$ cat config.mk
export PLATFORM = sky130hd
export DESIGN_NAME = int_arbiter
export DESIGN_NICKNAME = d
export VERILOG_FILES = /design/src/rtl/int_arbiter.sv
export SDC_FILE = /design/constraint.sdc
export NUM_CORES = 1
export LEC_CHECK = 0
export ABC_CLOCK_PERIOD_IN_PS = 2200
export CORE_ASPECT_RATIO = 1.2
export CORE_MARGIN = 1.5
export CORE_UTILIZATION = 51
export DETAILED_ROUTE_END_ITERATION = 7
export PLACE_DENSITY = 0.79
export SYNTH_ARGS = -nofsm -noshare
export SYNTH_HDL_FRONTEND = slang
export SYNTH_SLANG_ARGS = --single-unit
export TNS_END_PERCENT = 100
$ cat constraint.sdc
create_clock -name clk -period 2.2 [get_ports clk]
set_input_delay 0.55 -clock clk [delete_from_list [all_inputs] [get_ports clk]]
set_output_delay 0.55 -clock clk [all_outputs]
set_load 0.02 [all_outputs]
$ cat src/rtl/int_arbiter.sv
// Interrupt arbiter: synchronizes N external lines, latches rising edges as
// pending, qualifies them with a per-source mask and the global enable, and
// hands one winner to the controller over an ireq/iack handshake.
module int_arbiter #(
  parameter int unsigned N_SRC = 8,
  parameter int unsigned ID_W  = 3,
  parameter bit          RR    = 1'b0
) (
  input  logic             clk,
  input  logic             reset,
  input  logic [N_SRC-1:0] irq_in,
  input  logic             int_enable,
  input  logic             mask_we,
  input  logic [N_SRC-1:0] mask_wdata,
  input  logic             iack,
  output logic             ireq,
  output logic [ID_W-1:0]  int_id,
  output logic [N_SRC-1:0] mask_out,
  output logic [N_SRC-1:0] pending_out
);

  typedef enum logic [1:0] {
    IDLE = 2'd0,
    REQ  = 2'd1,
    GAP  = 2'd2
  } state_t;

  state_t           state;
  state_t           state_nxt;
  logic [N_SRC-1:0] sync1;
  logic [N_SRC-1:0] sync2;
  logic [N_SRC-1:0] sync2_d;
  logic [N_SRC-1:0] mask;
  logic [N_SRC-1:0] pending;
  logic [N_SRC-1:0] pending_nxt;
  logic [N_SRC-1:0] rise;
  logic [N_SRC-1:0] eligible;
  logic [N_SRC-1:0] clr;
  logic             ireq_nxt;
  logic [ID_W-1:0]  int_id_nxt;
  logic [ID_W-1:0]  rr_ptr;
  logic [ID_W-1:0]  rr_ptr_nxt;
  logic [ID_W-1:0]  base;
  logic [ID_W-1:0]  cand;
  logic [ID_W-1:0]  winner;
  logic             found;

  assign rise        = sync2 & ~sync2_d;
  assign eligible    = pending & mask & {N_SRC{int_enable}};
  assign mask_out    = mask;
  assign pending_out = pending;

  // Input synchronizers, edge history and mask register
  always_ff @(posedge clk or posedge reset) begin
    if (reset) begin
      sync1   <= '0;
      sync2   <= '0;
      sync2_d <= '0;
      mask    <= '0;
    end else begin
      sync1   <= irq_in;
      sync2   <= sync1;
      sync2_d <= sync2;
      if (mask_we) mask <= mask_wdata;
    end
  end

  // Winner search: scan upward from base, wrapping; base is 0 for fixed priority
  always_comb begin
    base   = RR ? rr_ptr : '0;
    cand   = '0;
    winner = '0;
    found  = 1'b0;
    for (int unsigned i = 0; i < N_SRC; i++) begin
      cand = ID_W'((32'(base) + i) % N_SRC);
      if (!found && eligible[cand]) begin
        winner = cand;
        found  = 1'b1;
      end
    end
  end

  // Handshake state, request outputs, pending bits and round-robin pointer
  always_ff @(posedge clk or posedge reset) begin
    if (reset) begin
      state   <= IDLE;
      ireq    <= 1'b0;
      int_id  <= '0;
      pending <= '0;
      rr_ptr  <= '0;
    end else begin
      state   <= state_nxt;
      ireq    <= ireq_nxt;
      int_id  <= int_id_nxt;
      pending <= pending_nxt;
      rr_ptr  <= rr_ptr_nxt;
    end
  end

  // Next-state logic; a new edge on the same cycle as a clear keeps the bit set
  always_comb begin
    state_nxt  = state;
    ireq_nxt   = ireq;
    int_id_nxt = int_id;
    rr_ptr_nxt = rr_ptr;
    clr        = '0;
    case (state)
      IDLE: begin
        if (|eligible) begin
          ireq_nxt   = 1'b1;
          int_id_nxt = winner;
          state_nxt  = REQ;
        end
      end
      REQ: begin
        if (iack) begin
          clr        = N_SRC'(1) << int_id;
          ireq_nxt   = 1'b0;
          int_id_nxt = '0;
          state_nxt  = GAP;
          if (RR) begin
            rr_ptr_nxt = (32'(int_id) == N_SRC - 1) ? '0 : int_id + ID_W'(1);
          end
        end else if (!eligible[int_id]) begin
          ireq_nxt   = 1'b0;
          int_id_nxt = '0;
          state_nxt  = IDLE;
        end
      end
      GAP: begin
        ireq_nxt   = 1'b0;
        int_id_nxt = '0;
        state_nxt  = IDLE;
      end
      default: begin
        ireq_nxt   = 1'b0;
        int_id_nxt = '0;
        state_nxt  = IDLE;
      end
    endcase
    pending_nxt = (pending & ~clr) | rise;
  end

endmodule

# After elaboration in Yosys (flattened, before gate mapping)
# Index checks and enable logic that the tools add are counted.
totals:
  reg_bits: 46
  out_inout_bits: 20
classes:
  magnitude_cmp: 1
  eq_ne: 3
  shifts: 1
  mux: 30
  n_bitwise: 7
  reduce_logical: 17
ops:
  columns: ["operator", "count"]
  rows:
  - ["$and A8 B8 Y8", 4]
  - ["$mux W3", 9]
  - ["$mux W8", 2]
  - ["$not A8 Y8", 2]
  - ["$mux W1", 12]
  - ["$or A8 B8 Y8", 1]
  - ["$reduce_or A8 Y1", 1]
  - ["$shl A1 B3 Y8 const A", 1]
  - ["$logic_and A1 B1 Y1", 7]
  - ["$logic_not A1 Y1", 7]
  - ["$mux W2", 3]
  - ["$pmux W3 S2", 1]
  - ["$lt A3 B4 Y1 const B", 1]
  - ["$pmux W2 S2", 1]
  - ["$bmux W1 S3", 1]
  - ["$ne A3 B3 Y1 const B", 1]
  - ["$eq A2 B1 Y1 const B", 1]
  - ["$logic_not A2 Y1", 1]
  - ["$ne A2 B2 Y1 const B", 1]
  - ["$pmux W1 S2", 1]
  - ["$reduce_and A2 Y1", 1]

# Logic depth before layout (Yosys ltp)
logic_depth:
  depth_word: 26
  ltp_mapped: 6
  ltp_nobuf: 5

# Worst setup path after synthesis
# OpenSTA, ideal clock, no wires.
synth_timing:
  path_kind: "flip-flop to flip-flop"
  start: "register int_id[0]"
  end: "register int_id[0]"
  setup_ns: 0.078
  arrival_time_ns: 1.449
  required_ns: 2.122
  setup_slack_ns: 0.673
  path_stages_with_launch: 5
  n_path_buf: 1
  synth_period_minus_slack_ns: 1.527
  cell_sequence: "dfrtp_1 > buf_2 > mux4_2 > o211ai_2 > o2bb2ai_1"
synth_via:
  elab_chain_len: 4
synth_rtl:
  columns: ["element", "line_no", "text"]
  rows:
  - ["from (decl)", "17", "output logic [ID_W-1:0] int_id,"]
  - ["from (signal assigned)", "94", "int_id <= int_id_nxt;"]
  - ["$bmux W1 S3", "124", "end else if (!eligible[int_id]) begin"]
  - ["$mux W1 (not written as such)", "124", null]
  - ["$ne A3 B3 Y1 (no source line)", null, null]
  - ["$reduce_and A2 Y1 (no source line)", null, null]
# No other way between the ends. The select of a mux whose other input is x is not followed.
# A chain may end at the register's enable or synchronous reset.

# Worst setup path after layout
layout_timing:
  start: "register int_id[0]"
  end: "output port int_id[0]"
# No word-level cell between the ends.

==> flow_metrics.env <==
export IMPL_core_mm2=0.003083
export IMPL_synthArstFlopShare_pct=100.0
export IMPL_finalSetupViolCount=0
export IMPL_synth_edf_count=0
export IMPL_synth_top_cell_area_share_pct=67.72
export IMPL_hold_ws_ns=0.3644
export IMPL_report_final_hold_viol_count=0
export IMPL_cp_top_family="buffers and inverters"
export IMPL_required_ns=1.65
export IMPL_fin_util_pct=71.02
export IMPL_viasPerCell=5.732
export IMPL_ys_top_cells_by_count="dfrtp_1 (45), o21ai_0 (15), nand2_1 (13)"
export IMPL_initial_core_util_pct=53.94
export IMPL_syn_nets=151
export IMPL_synth_ff_latch_count=45
export IMPL_die_w_um=55.13
export IMPL_yosysUniqueCellTypes=29
export IMPL_nNetsFinal=197
export IMPL_wl_um=3456
export IMPL_worst_path_stages=1
export IMPL_cts_sinks=45
export IMPL_synth_top_area_cell="dfrtp_1"
export IMPL_max_stage_delay_ns=0.68
export IMPL_ys_seq_area_share_pct=67.72
export IMPL_gp_congestion=0.8554
export IMPL_hold_depth=0
export IMPL_synthCells=130
export IMPL_area_growth_pct=31.68
export IMPL_crit_path_max_fanout=9
export IMPL_hold_buffers=0
export IMPL_crit_type="reg2out"
export IMPL_synth_area_leaders="dfrtp_1 (68%), mux2_2 (5.4%), o21ai_0 (4.5%)"
export IMPL_layout_drive_gt1_share_pct=11.86
export IMPL_p_leak_nw=0.9512
export IMPL_io_pins=41
export IMPL_cp_data_arrival_time_ns=1.60
export IMPL_synth_most_common_cell="dfrtp_1"
export IMPL_htreeDepth=2
export IMPL_clock_latency_ns=0.35
export IMPL_dieArea_mm2=0.003613
export IMPL_worstMarginPinSlew_ns=0.5448
export IMPL_grt_max_degree=46
export IMPL_worstSetupStartpointType="register"
export IMPL_path_buf_inv=1
export IMPL_finalPower_mw=2.032
export IMPL_cts_tree="done"
export IMPL_vdd_ir_drop_worst_uv=668.1
export IMPL_cp_slowest_cell="clkdlybuf4s50_1"
export IMPL_maxCapViolCount=0
export IMPL_placed_cell_area_mm2=0.002110
export IMPL_period_needed_ns=2.145
export IMPL_outcome="finished clean"
export IMPL_grt_antenna_before_repair=0
export IMPL_grt_usage_pct=21.63
export IMPL_drt_wirelength_per_cell_um=16.23
export IMPL_routed_via_count=1221
export IMPL_first_global_vias=1224
export IMPL_drtIter0Drc=25
export IMPL_avgSynthCellArea_um2=12.79
export IMPL_die_h_um=65.55
export IMPL_ant_nets=0
export IMPL_hp_class="reg2reg"
export IMPL_tritoncts_num_buffers=5
export IMPL_finalCritPeriodShare_pct=97.51
export IMPL_finalClockSkew_ns=0.007781
export IMPL_postLayoutCellArea_mm2=0.002190
export IMPL_io_buffers=40
export IMPL_clk_pin_slew_ns=0.13
export IMPL_grt_pass1_wl_um=5526
export IMPL_dr_pass1_iters=4
export IMPL_synth_area_mm2=0.001663
export IMPL_end_kind="output pin"
export IMPL_n_antenna_cell=0
export IMPL_overflow=0
export IMPL_drv_slew=0
export IMPL_hpwl_um=2467
export IMPL_synthFlopType="dfrtp_1"
export IMPL_relSlewSlack_pct=63.68
export IMPL_drc_errors=0
export IMPL_post_cts_setup_buffers=0
export IMPL_p_per_area_mw_per_mm2=927.9
export IMPL_cts_resized_gates=0
export IMPL_rows=22
export IMPL_crit_chain="clkdlybuf4s50_1"
export IMPL_fmax_mhz=466.2
export IMPL_cts_root_buffer="clkbuf_4"
export IMPL_reg2reg_depth=5
export IMPL_fin_setup_tns_ns=0
export IMPL_grt_setup_unrepaired="false"
export IMPL_synth_warnings=0
export IMPL_cts_max_path_buffers=2
## power breakdown
part           internal, mW  total, mW  switching [mW]  leakage [nW]
Sequential            0.914       1.02           0.102         0.511
Combinational         0.248      0.511           0.264         0.397
Clock                 0.242      0.504           0.262        0.0424
## final timing paths
path	startpoint	endpoint	slack (ns)
worst max-delay path	int_id[0]	int_id[0]	0.05
worst min-delay path	sync1[6]	sync2[6]	0.36
worst max register to register	int_id[1]	int_id[1]	0.59
worst min register to register	sync1[6]	sync2[6]	0.36
max in group asynchronous	reset	pending_out[7]	1.19
min in group asynchronous	reset	sync2[3]	0.64
## layout by cell type, fill, tap and decap left out, types with 2 or more instances in the layout
cell type        instances
a21oi_1                  2
a22o_1                   4
a31o_1                   2
buf_4                    2
clkbuf_4                 5
clkdlybuf4s50_1         40
dfrtp_1                 45
inv_1                   10
mux2_2                   8
nand2_1                 13
nand2b_1                 3
nand3_1                  3
nor2_1                   3
o21ai_0                 15
o2bb2ai_1                2
o31ai_1                  3
## logic make-up (layout without fill, tap and decap cells)
group                  count (synthesis)  in the layout  synth area share [%]
DFF                                   45             45                 67.72
buffers and inverters                 14             61                 3.311
and+or+nand+nor                       27             27                 7.901
muxes                                  9              9                 6.772
AOI/OAI and AO/OA                     35             35                 14.30
## flip-flops by register name, indices dropped and copies added (netlist names)
name / cells
ireq: 1
int_id: 3
sync2: 8
sync2_d: 8
sync1: 8
mask_out: 8
pending_out: 8
state: 1
## cell type report
cell class | count | area [um^2]
sequential | 45 | 1126
fill | 226 | 893.4
multi-input combinational | 71 | 481.7
timing repair buffer | 42 | 415.4
tap | 36 | 45.04
clock buffer | 6 | 41.29
inverter | 11 | 41.29
clock inverter | 2 | 38.79
## stage by stage
stage / setup WS (ns) / std cells
3_3_place_gp: 0.2367 / 205
4_1_cts: 0.06009 / 213
3_5_place_dp: 0.1420 / 205
6_report: 0.05478 / 213
5_1_grt: 0.02085 / 213
2_1_floorplan: 0.5906 / 130
## metal layers
| layer | share of wire (%) | global-route usage, % | vias up |
|---|---|---|---|
| li1 | - | - | 552 |
| met1 | 39 | 25.59 | 607 |
| met2 | 53 | 35.86 | 51 |
| met3 | 5.9 | 6.136 | 11 |
| met4 | 2.4 | 9.146 | 0 |
| met5 | 0 | 0 | - |
(Power assumes the default switching activity.)
